`src/rtl/ctrl_pkg.sv`:
```
// Shared definitions for the multicycle control FSM: state codes, opcodes,
// ALUOp codes and ALU B-input select codes.
package ctrl_pkg;

    typedef enum logic [3:0] {
        IDLE      = 4'd0,
        FETCH     = 4'd1,
        DECODE    = 4'd2,
        MEM_ADDR  = 4'd3,
        MEM_READ  = 4'd4,
        MEM_WB    = 4'd5,
        MEM_WRITE = 4'd6,
        EXEC_R    = 4'd7,
        EXEC_I    = 4'd8,
        ALU_WB    = 4'd9,
        BRANCH    = 4'd10
    } state_t;

    localparam logic [6:0] OP_LOAD   = 7'b0000011;
    localparam logic [6:0] OP_STORE  = 7'b0100011;
    localparam logic [6:0] OP_RTYPE  = 7'b0110011;
    localparam logic [6:0] OP_ITYPE  = 7'b0010011;
    localparam logic [6:0] OP_BRANCH = 7'b1100011;

    localparam logic [1:0] ALUOP_ADD   = 2'b00;
    localparam logic [1:0] ALUOP_SUB   = 2'b01;
    localparam logic [1:0] ALUOP_FUNCT = 2'b10;
    localparam logic [1:0] ALUOP_IMM   = 2'b11;

    localparam logic [1:0] SRCB_RS2  = 2'b00;
    localparam logic [1:0] SRCB_FOUR = 2'b01;
    localparam logic [1:0] SRCB_IMM  = 2'b10;
    localparam logic [1:0] SRCB_BOFF = 2'b11;

    // States that hold a memory request open and are therefore timed.
    function automatic logic waits_on_mem(input state_t s);
        return (s == FETCH) || (s == MEM_READ) || (s == MEM_WRITE);
    endfunction

endpackage

```
`src/rtl/mem_wait_timer.sv`:
```
// Counts MemReady-low cycles while a memory request is open and flags the
// cycle on which the stall budget is exhausted.
module mem_wait_timer #(
    parameter int WAIT_MAX = 15,
    parameter int CNT_W    = 4
) (
    input  logic clk,
    input  logic reset,
    input  logic active,
    input  logic MemReady,
    output logic expired
);

    logic [CNT_W-1:0] count_reg;

    // A completing handshake or an abort always leaves the current state,
    // so both restart the count alongside leaving the timed states.
    always_ff @(posedge clk or posedge reset) begin
        if (reset) begin
            count_reg <= '0;
        end else if (!active || MemReady || expired) begin
            count_reg <= '0;
        end else begin
            count_reg <= count_reg + 1'b1;
        end
    end

    assign expired = active && !MemReady && (count_reg == CNT_W'(WAIT_MAX));

endmodule

```
`src/rtl/multicycle_control.sv`:
```
// Main control FSM of the multicycle datapath: sequences fetch/decode/execute/
// memory/write-back and drives every datapath enable and mux select.
module multicycle_control
    import ctrl_pkg::*;
#(
    parameter int WAIT_MAX = 15,
    parameter int CNT_W    = 4
) (
    input  logic       clk,
    input  logic       reset,
    input  logic [6:0] Opcode,
    input  logic       MemReady,
    output logic       PCWrite,
    output logic       PCWriteCond,
    output logic       IorD,
    output logic       MemRead,
    output logic       MemWrite,
    output logic       IRWrite,
    output logic       MemtoReg,
    output logic       RegWrite,
    output logic       ALUSrcA,
    output logic [1:0] ALUSrcB,
    output logic [1:0] ALUOp,
    output logic       PCSource,
    output logic       IllegalOp,
    output logic       MemTimeout,
    output logic [3:0] State
);

    state_t state_reg;
    logic   mem_active;
    logic   expired;
    logic   opcode_legal;

    assign mem_active   = waits_on_mem(state_reg);
    assign opcode_legal = (Opcode == OP_LOAD)  || (Opcode == OP_STORE) ||
                          (Opcode == OP_RTYPE) || (Opcode == OP_ITYPE) ||
                          (Opcode == OP_BRANCH);

    mem_wait_timer #(
        .WAIT_MAX(WAIT_MAX),
        .CNT_W   (CNT_W)
    ) u_wait (
        .clk     (clk),
        .reset   (reset),
        .active  (mem_active),
        .MemReady(MemReady),
        .expired (expired)
    );

    always_ff @(posedge clk or posedge reset) begin
        if (reset) begin
            state_reg <= IDLE;
        end else begin
            case (state_reg)
                IDLE:      state_reg <= FETCH;
                FETCH: begin
                    if (MemReady)     state_reg <= DECODE;
                    else if (expired) state_reg <= FETCH;
                end
                DECODE: begin
                    case (Opcode)
                        OP_LOAD, OP_STORE: state_reg <= MEM_ADDR;
                        OP_RTYPE:          state_reg <= EXEC_R;
                        OP_ITYPE:          state_reg <= EXEC_I;
                        OP_BRANCH:         state_reg <= BRANCH;
                        default:           state_reg <= FETCH;
                    endcase
                end
                MEM_ADDR:  state_reg <= (Opcode == OP_LOAD) ? MEM_READ : MEM_WRITE;
                MEM_READ: begin
                    if (MemReady)     state_reg <= MEM_WB;
                    else if (expired) state_reg <= FETCH;
                end
                MEM_WRITE: begin
                    if (MemReady || expired) state_reg <= FETCH;
                end
                EXEC_R:    state_reg <= ALU_WB;
                EXEC_I:    state_reg <= ALU_WB;
                MEM_WB:    state_reg <= FETCH;
                ALU_WB:    state_reg <= FETCH;
                BRANCH:    state_reg <= FETCH;
                default:   state_reg <= FETCH;
            endcase
        end
    end

    // Outputs follow the state register; only the FETCH load strobes and the
    // two exception pulses look at the current inputs.
    always_comb begin
        PCWrite     = 1'b0;
        PCWriteCond = 1'b0;
        IorD        = 1'b0;
        MemRead     = 1'b0;
        MemWrite    = 1'b0;
        IRWrite     = 1'b0;
        MemtoReg    = 1'b0;
        RegWrite    = 1'b0;
        ALUSrcA     = 1'b0;
        ALUSrcB     = SRCB_RS2;
        ALUOp       = ALUOP_ADD;
        PCSource    = 1'b0;
        IllegalOp   = 1'b0;
        MemTimeout  = expired;
        State       = state_reg;
        case (state_reg)
            FETCH: begin
                MemRead = 1'b1;
                ALUSrcB = SRCB_FOUR;
                IRWrite = MemReady;
                PCWrite = MemReady;
            end
            DECODE: begin
                ALUSrcB   = SRCB_BOFF;
                IllegalOp = !opcode_legal;
            end
            MEM_ADDR: begin
                ALUSrcA = 1'b1;
                ALUSrcB = SRCB_IMM;
            end
            MEM_READ: begin
                IorD    = 1'b1;
                MemRead = 1'b1;
            end
            MEM_WB: begin
                RegWrite = 1'b1;
                MemtoReg = 1'b1;
            end
            MEM_WRITE: begin
                IorD     = 1'b1;
                MemWrite = 1'b1;
            end
            EXEC_R: begin
                ALUSrcA = 1'b1;
                ALUOp   = ALUOP_FUNCT;
            end
            EXEC_I: begin
                ALUSrcA = 1'b1;
                ALUSrcB = SRCB_IMM;
                ALUOp   = ALUOP_IMM;
            end
            ALU_WB: begin
                RegWrite = 1'b1;
            end
            BRANCH: begin
                ALUSrcA     = 1'b1;
                ALUOp       = ALUOP_SUB;
                PCWriteCond = 1'b1;
                PCSource    = 1'b1;
            end
            default: ;
        endcase
    end

endmodule

```
`config.mk`:
```
export PLATFORM = sky130hd
export DESIGN_NAME = multicycle_control
export DESIGN_NICKNAME = d
export VERILOG_FILES = /design/src/rtl/ctrl_pkg.sv /design/src/rtl/mem_wait_timer.sv /design/src/rtl/multicycle_control.sv
export SDC_FILE = /design/constraint.sdc
export NUM_CORES = 1
export LEC_CHECK = 0
export BUFFER_PORTS_ARGS = -buffer_cell sky130_fd_sc_hd__buf_2
export CORE_MARGIN = 4
export CORE_UTILIZATION = 43
export CTS_CLUSTER_DIAMETER = 150
export DETAILED_ROUTE_END_ITERATION = 10
export GPL_ROUTABILITY_DRIVEN = 0
export PLACE_DENSITY_LB_ADDON = 0.25
export SKIP_LAST_GASP = 1
export SYNTH_ARGS = -nofsm -noshare
export SYNTH_HDL_FRONTEND = slang
export SYNTH_HIERARCHICAL = 1
export SYNTH_SLANG_ARGS = --single-unit
```
`constraint.sdc`:
```
create_clock -name clk -period 3.1 [get_ports clk]
set_clock_uncertainty 0.1 [all_clocks]
set_input_delay 0.62 -clock clk [delete_from_list [all_inputs] [get_ports clk]]
set_output_delay 0.62 -clock clk [all_outputs]
set_load 0.03 [all_outputs]
```
==> results.txt <==
----------------------------------------------------
[Run status]
  Run status ... finished, final reports clean

[Clock tree]
  CTS tree ... done
  CTS Hold Bufs ... 0
  Count of clock tree sinks ... 8
  Number of buffers added by the clock tree synthesis step ... 3
  Buffer cell driving the clock tree root ... clkbuf_4
  H-tree levels ... 1
  Clock Pin Slew Worst Setup and Hold Paths ... 0.05 ns
  Clk Latency, worst-skew pair ... 0.25 ns
  Post-CTS sizing ... 0
  Count of buffers added by post-CTS timing repair for setup ... 0
  Longest Clk Path Bufs ... 2

[STA]
  Fmax ... 379 MHz
  Minimum clock period ... 2.64 ns
  Actual transition at the worst max-transition pin ... 0.610 ns
  Number of pins exceeding their max-slew limit in the final report ... 0
  Period utilisation layout ... 0.850
  Sum of negative setup slack ... 0 ns
  Relative slew slack ... 0.593
  RSZ-0062 raised after global routing ... false
  Final Hold Vio Count ... 0
  Setup slack after layout ... 0.464 ns
  Setup-failing EPs final ... 0

[Power]
  Power per cell area ... 926 nW/um^2
  Design Power ... 0.794 mW
  Static leakage ... 0.447 nW
  Maximum vdd drop ... 0.395 mV

[Route]
  Antenna Violating Nets Remaining ... 0
  Uppermost routed layer ... met4
  Count of routing violations after the opening detailed-route iteration ... 14
  Sum of met3 wire segment lengths after detailed routing ... 140 um
  Vias per cell ... 5.20
  Number of search-and-repair iterations in the first detailed-routing pass ... 4
  Number of design rule violations left after detail routing ... 0
  Post-detailed-route wirelength per cell ... 11.9 um
  Met2 wire length ... 624 um
  Number of vias in the routed layout ... 671
  Total routed wire length on the met1 layer ... 753 um
  Post-Route WL ... 1530 um

[Global routing]
  Number of global-route vias before repair ... 594
  Grt total ovfl ... 0
  Maximum number of pins on one net before global-route repair ... 20
  First-pass GRT wire length ... 2680 um
  Number of antenna violations at the first check in global routing ... 0
  Total routing usage reported by global routing ... 0.139

[Cells and area]
  Layout cells sized above 1 ... 0.363
  Final-stage net count ... 126
  Layout fillers ... 150
  Most common cell after layout, fill and taps aside ... buf_2
  Area Overhead vs Synth ... 20.0%
  Commonest cells after routing, fill and taps aside ... buf_2, nor2_1, dfrtp_1, a21oi_1
  Layout Utilization ... 0.556
  Fin area ... 857 sq um
  Area occupied by registers ... 200 sq um
  Multi-input gate area ... 454 sq um
  Number of inserted diodes ... 0

[Synth]
  Number of cells produced by synthesis ... 88
  Number of flops mapped to enable cells by yosys ... 0
  Avg Inst Size Synth ... 8.12 sq um
  Register area share after synthesis ... 0.280
  Flip-flop cell with the highest count after synthesis ... dfrtp_1
  Flop and latch count out of synthesis ... 8
  Number of warnings issued by yosys ... 6
  Count of different cell masters after synthesis ... 35
  Post-Synthesis Cell Area ... 714 sq um
  Post-synth net total ... 99
  Share of flip-flops with an asynchronous set or reset ... 1.00

[Placement]
  Post-detailed-placement cell area ... 835 sq um
  HPWL Detailed ... 1180 um
  Setup slack after placement ... 0.718 ns
  PortBufs ... 29

[Worst setup path]
  Crit start category ... register
  Number of cells on the worst reg-to-reg path ... 8
  Kind of end point of the critical path ... primary output
  Arrival time reported for the critical path endpoint ... 1.92 ns
  Crit path max fanout ... 19
  Setup CP Type ... reg2out
  Data required, critical path ... 2.38 ns

[Die]
  Number of top-level pins ... 30
  Area enclosed by the die boundary ... 2380 sq um
  Std-Cell Core Area ... 1540 sq um
  Die Wd ... 48.8 um
  Starting Density ... 0.463
  Height of the chip ... 48.8 um
  Row Count ... 14

[Min path]
  Class of the worst hold path ... in2async

[Run]
  Max-cap violations ... 0

----------------------------------------------------
per-stage QoR:
step / instances / hold WS (ns)
after floorplan: 88 / 0.286
after global placement: 126 / 0.369
after detailed placement: 126 / 0.375
after CTS: 129 / 0.151
after global routing: 129 / 0.159
final: 129 / 0.162
worst paths after layout:
| check | start | end | slack (ns) |
|---|---|---|---|
| max in group asynchronous | reset | State[2]$_DFFE_PP0P_ | 2.58 |
| setup / recovery | State[2]$_DFFE_PP0P_ | MemTimeout | 0.46 |
| setup reg to reg | State[2]$_DFFE_PP0P_ | State[1]$_DFFE_PP0P_ | 0.97 |
| hold reg to reg | u_wait/count_reg[0]$_DFF_PP0_ | u_wait/count_reg[0]$_DFF_PP0_ | 0.38 |
| min in group clk | u_wait/count_reg[0]$_DFF_PP0_ | u_wait/count_reg[0]$_DFF_PP0_ | 0.38 |
| hold / removal | reset | u_wait/count_reg[0]$_DFF_PP0_ | 0.16 |
synthesized netlist by cell type, drive strengths merged (3+ instances only):
cell,n,share of area
a21oi,8,0.056
buf,6,0.058
dfrtp,8,0.28
inv,4,0.021
nand2,4,0.021
nand2b,9,0.12
nand3,3,0.028
nor2,15,0.082
nor3,5,0.035
or3,3,0.033
where the power goes:
part | leakage (nW) | internal [mW] | switching (mW) | total, mW
Sequential | 0.106 | 0.131 | 0.0831 | 0.214
Clock | 0.0138 | 0.0442 | 0.0343 | 0.0785
Combinational | 0.328 | 0.191 | 0.310 | 0.501
kinds of logic after synthesis:
| family | Yosys count | share of synthesized area |
|---|---|---|
| muxes | 2 | 0.0315 |
| xor gates and xnor gates | 3 | 0.0368 |
| DFF | 8 | 0.280 |
| AOI/OAI and AO/OA | 17 | 0.152 |
| and+or+nand+nor | 45 | 0.384 |
| buffers and inverters | 11 | 0.0840 |
| adders and majority gates | 2 | 0.0315 |
cell type report:
class / instances / area share
Tap cell: 16 / 0.0234
Timing Repair Buffer: 29 / 0.169
Clock buffer: 3 / 0.0263
Multi-Input combinational cell: 69 / 0.530
Sequential cell: 8 / 0.234
Inverter: 4 / 0.0175
per-layer routing:
| layer | vias up | global-route usage |
|---|---|---|
| met2 | 32 | 0.180 |
| met4 | 0 | 0.0673 |
| met3 | 2 | 0.0552 |
| li1 | 352 | - |
| met5 | - | 0 |
| met1 | 285 | 0.195 |
critical path, stage by stage (launching register included):
cell,delay [ns]
dfrtp_1,0.60
nor2_1,0.18
nand2_1,0.06
a21oi_1,0.27
nand2b_4,0.08
nor2_1,0.23
buf_2,0.25
Power figures use the tool's default switching activity.
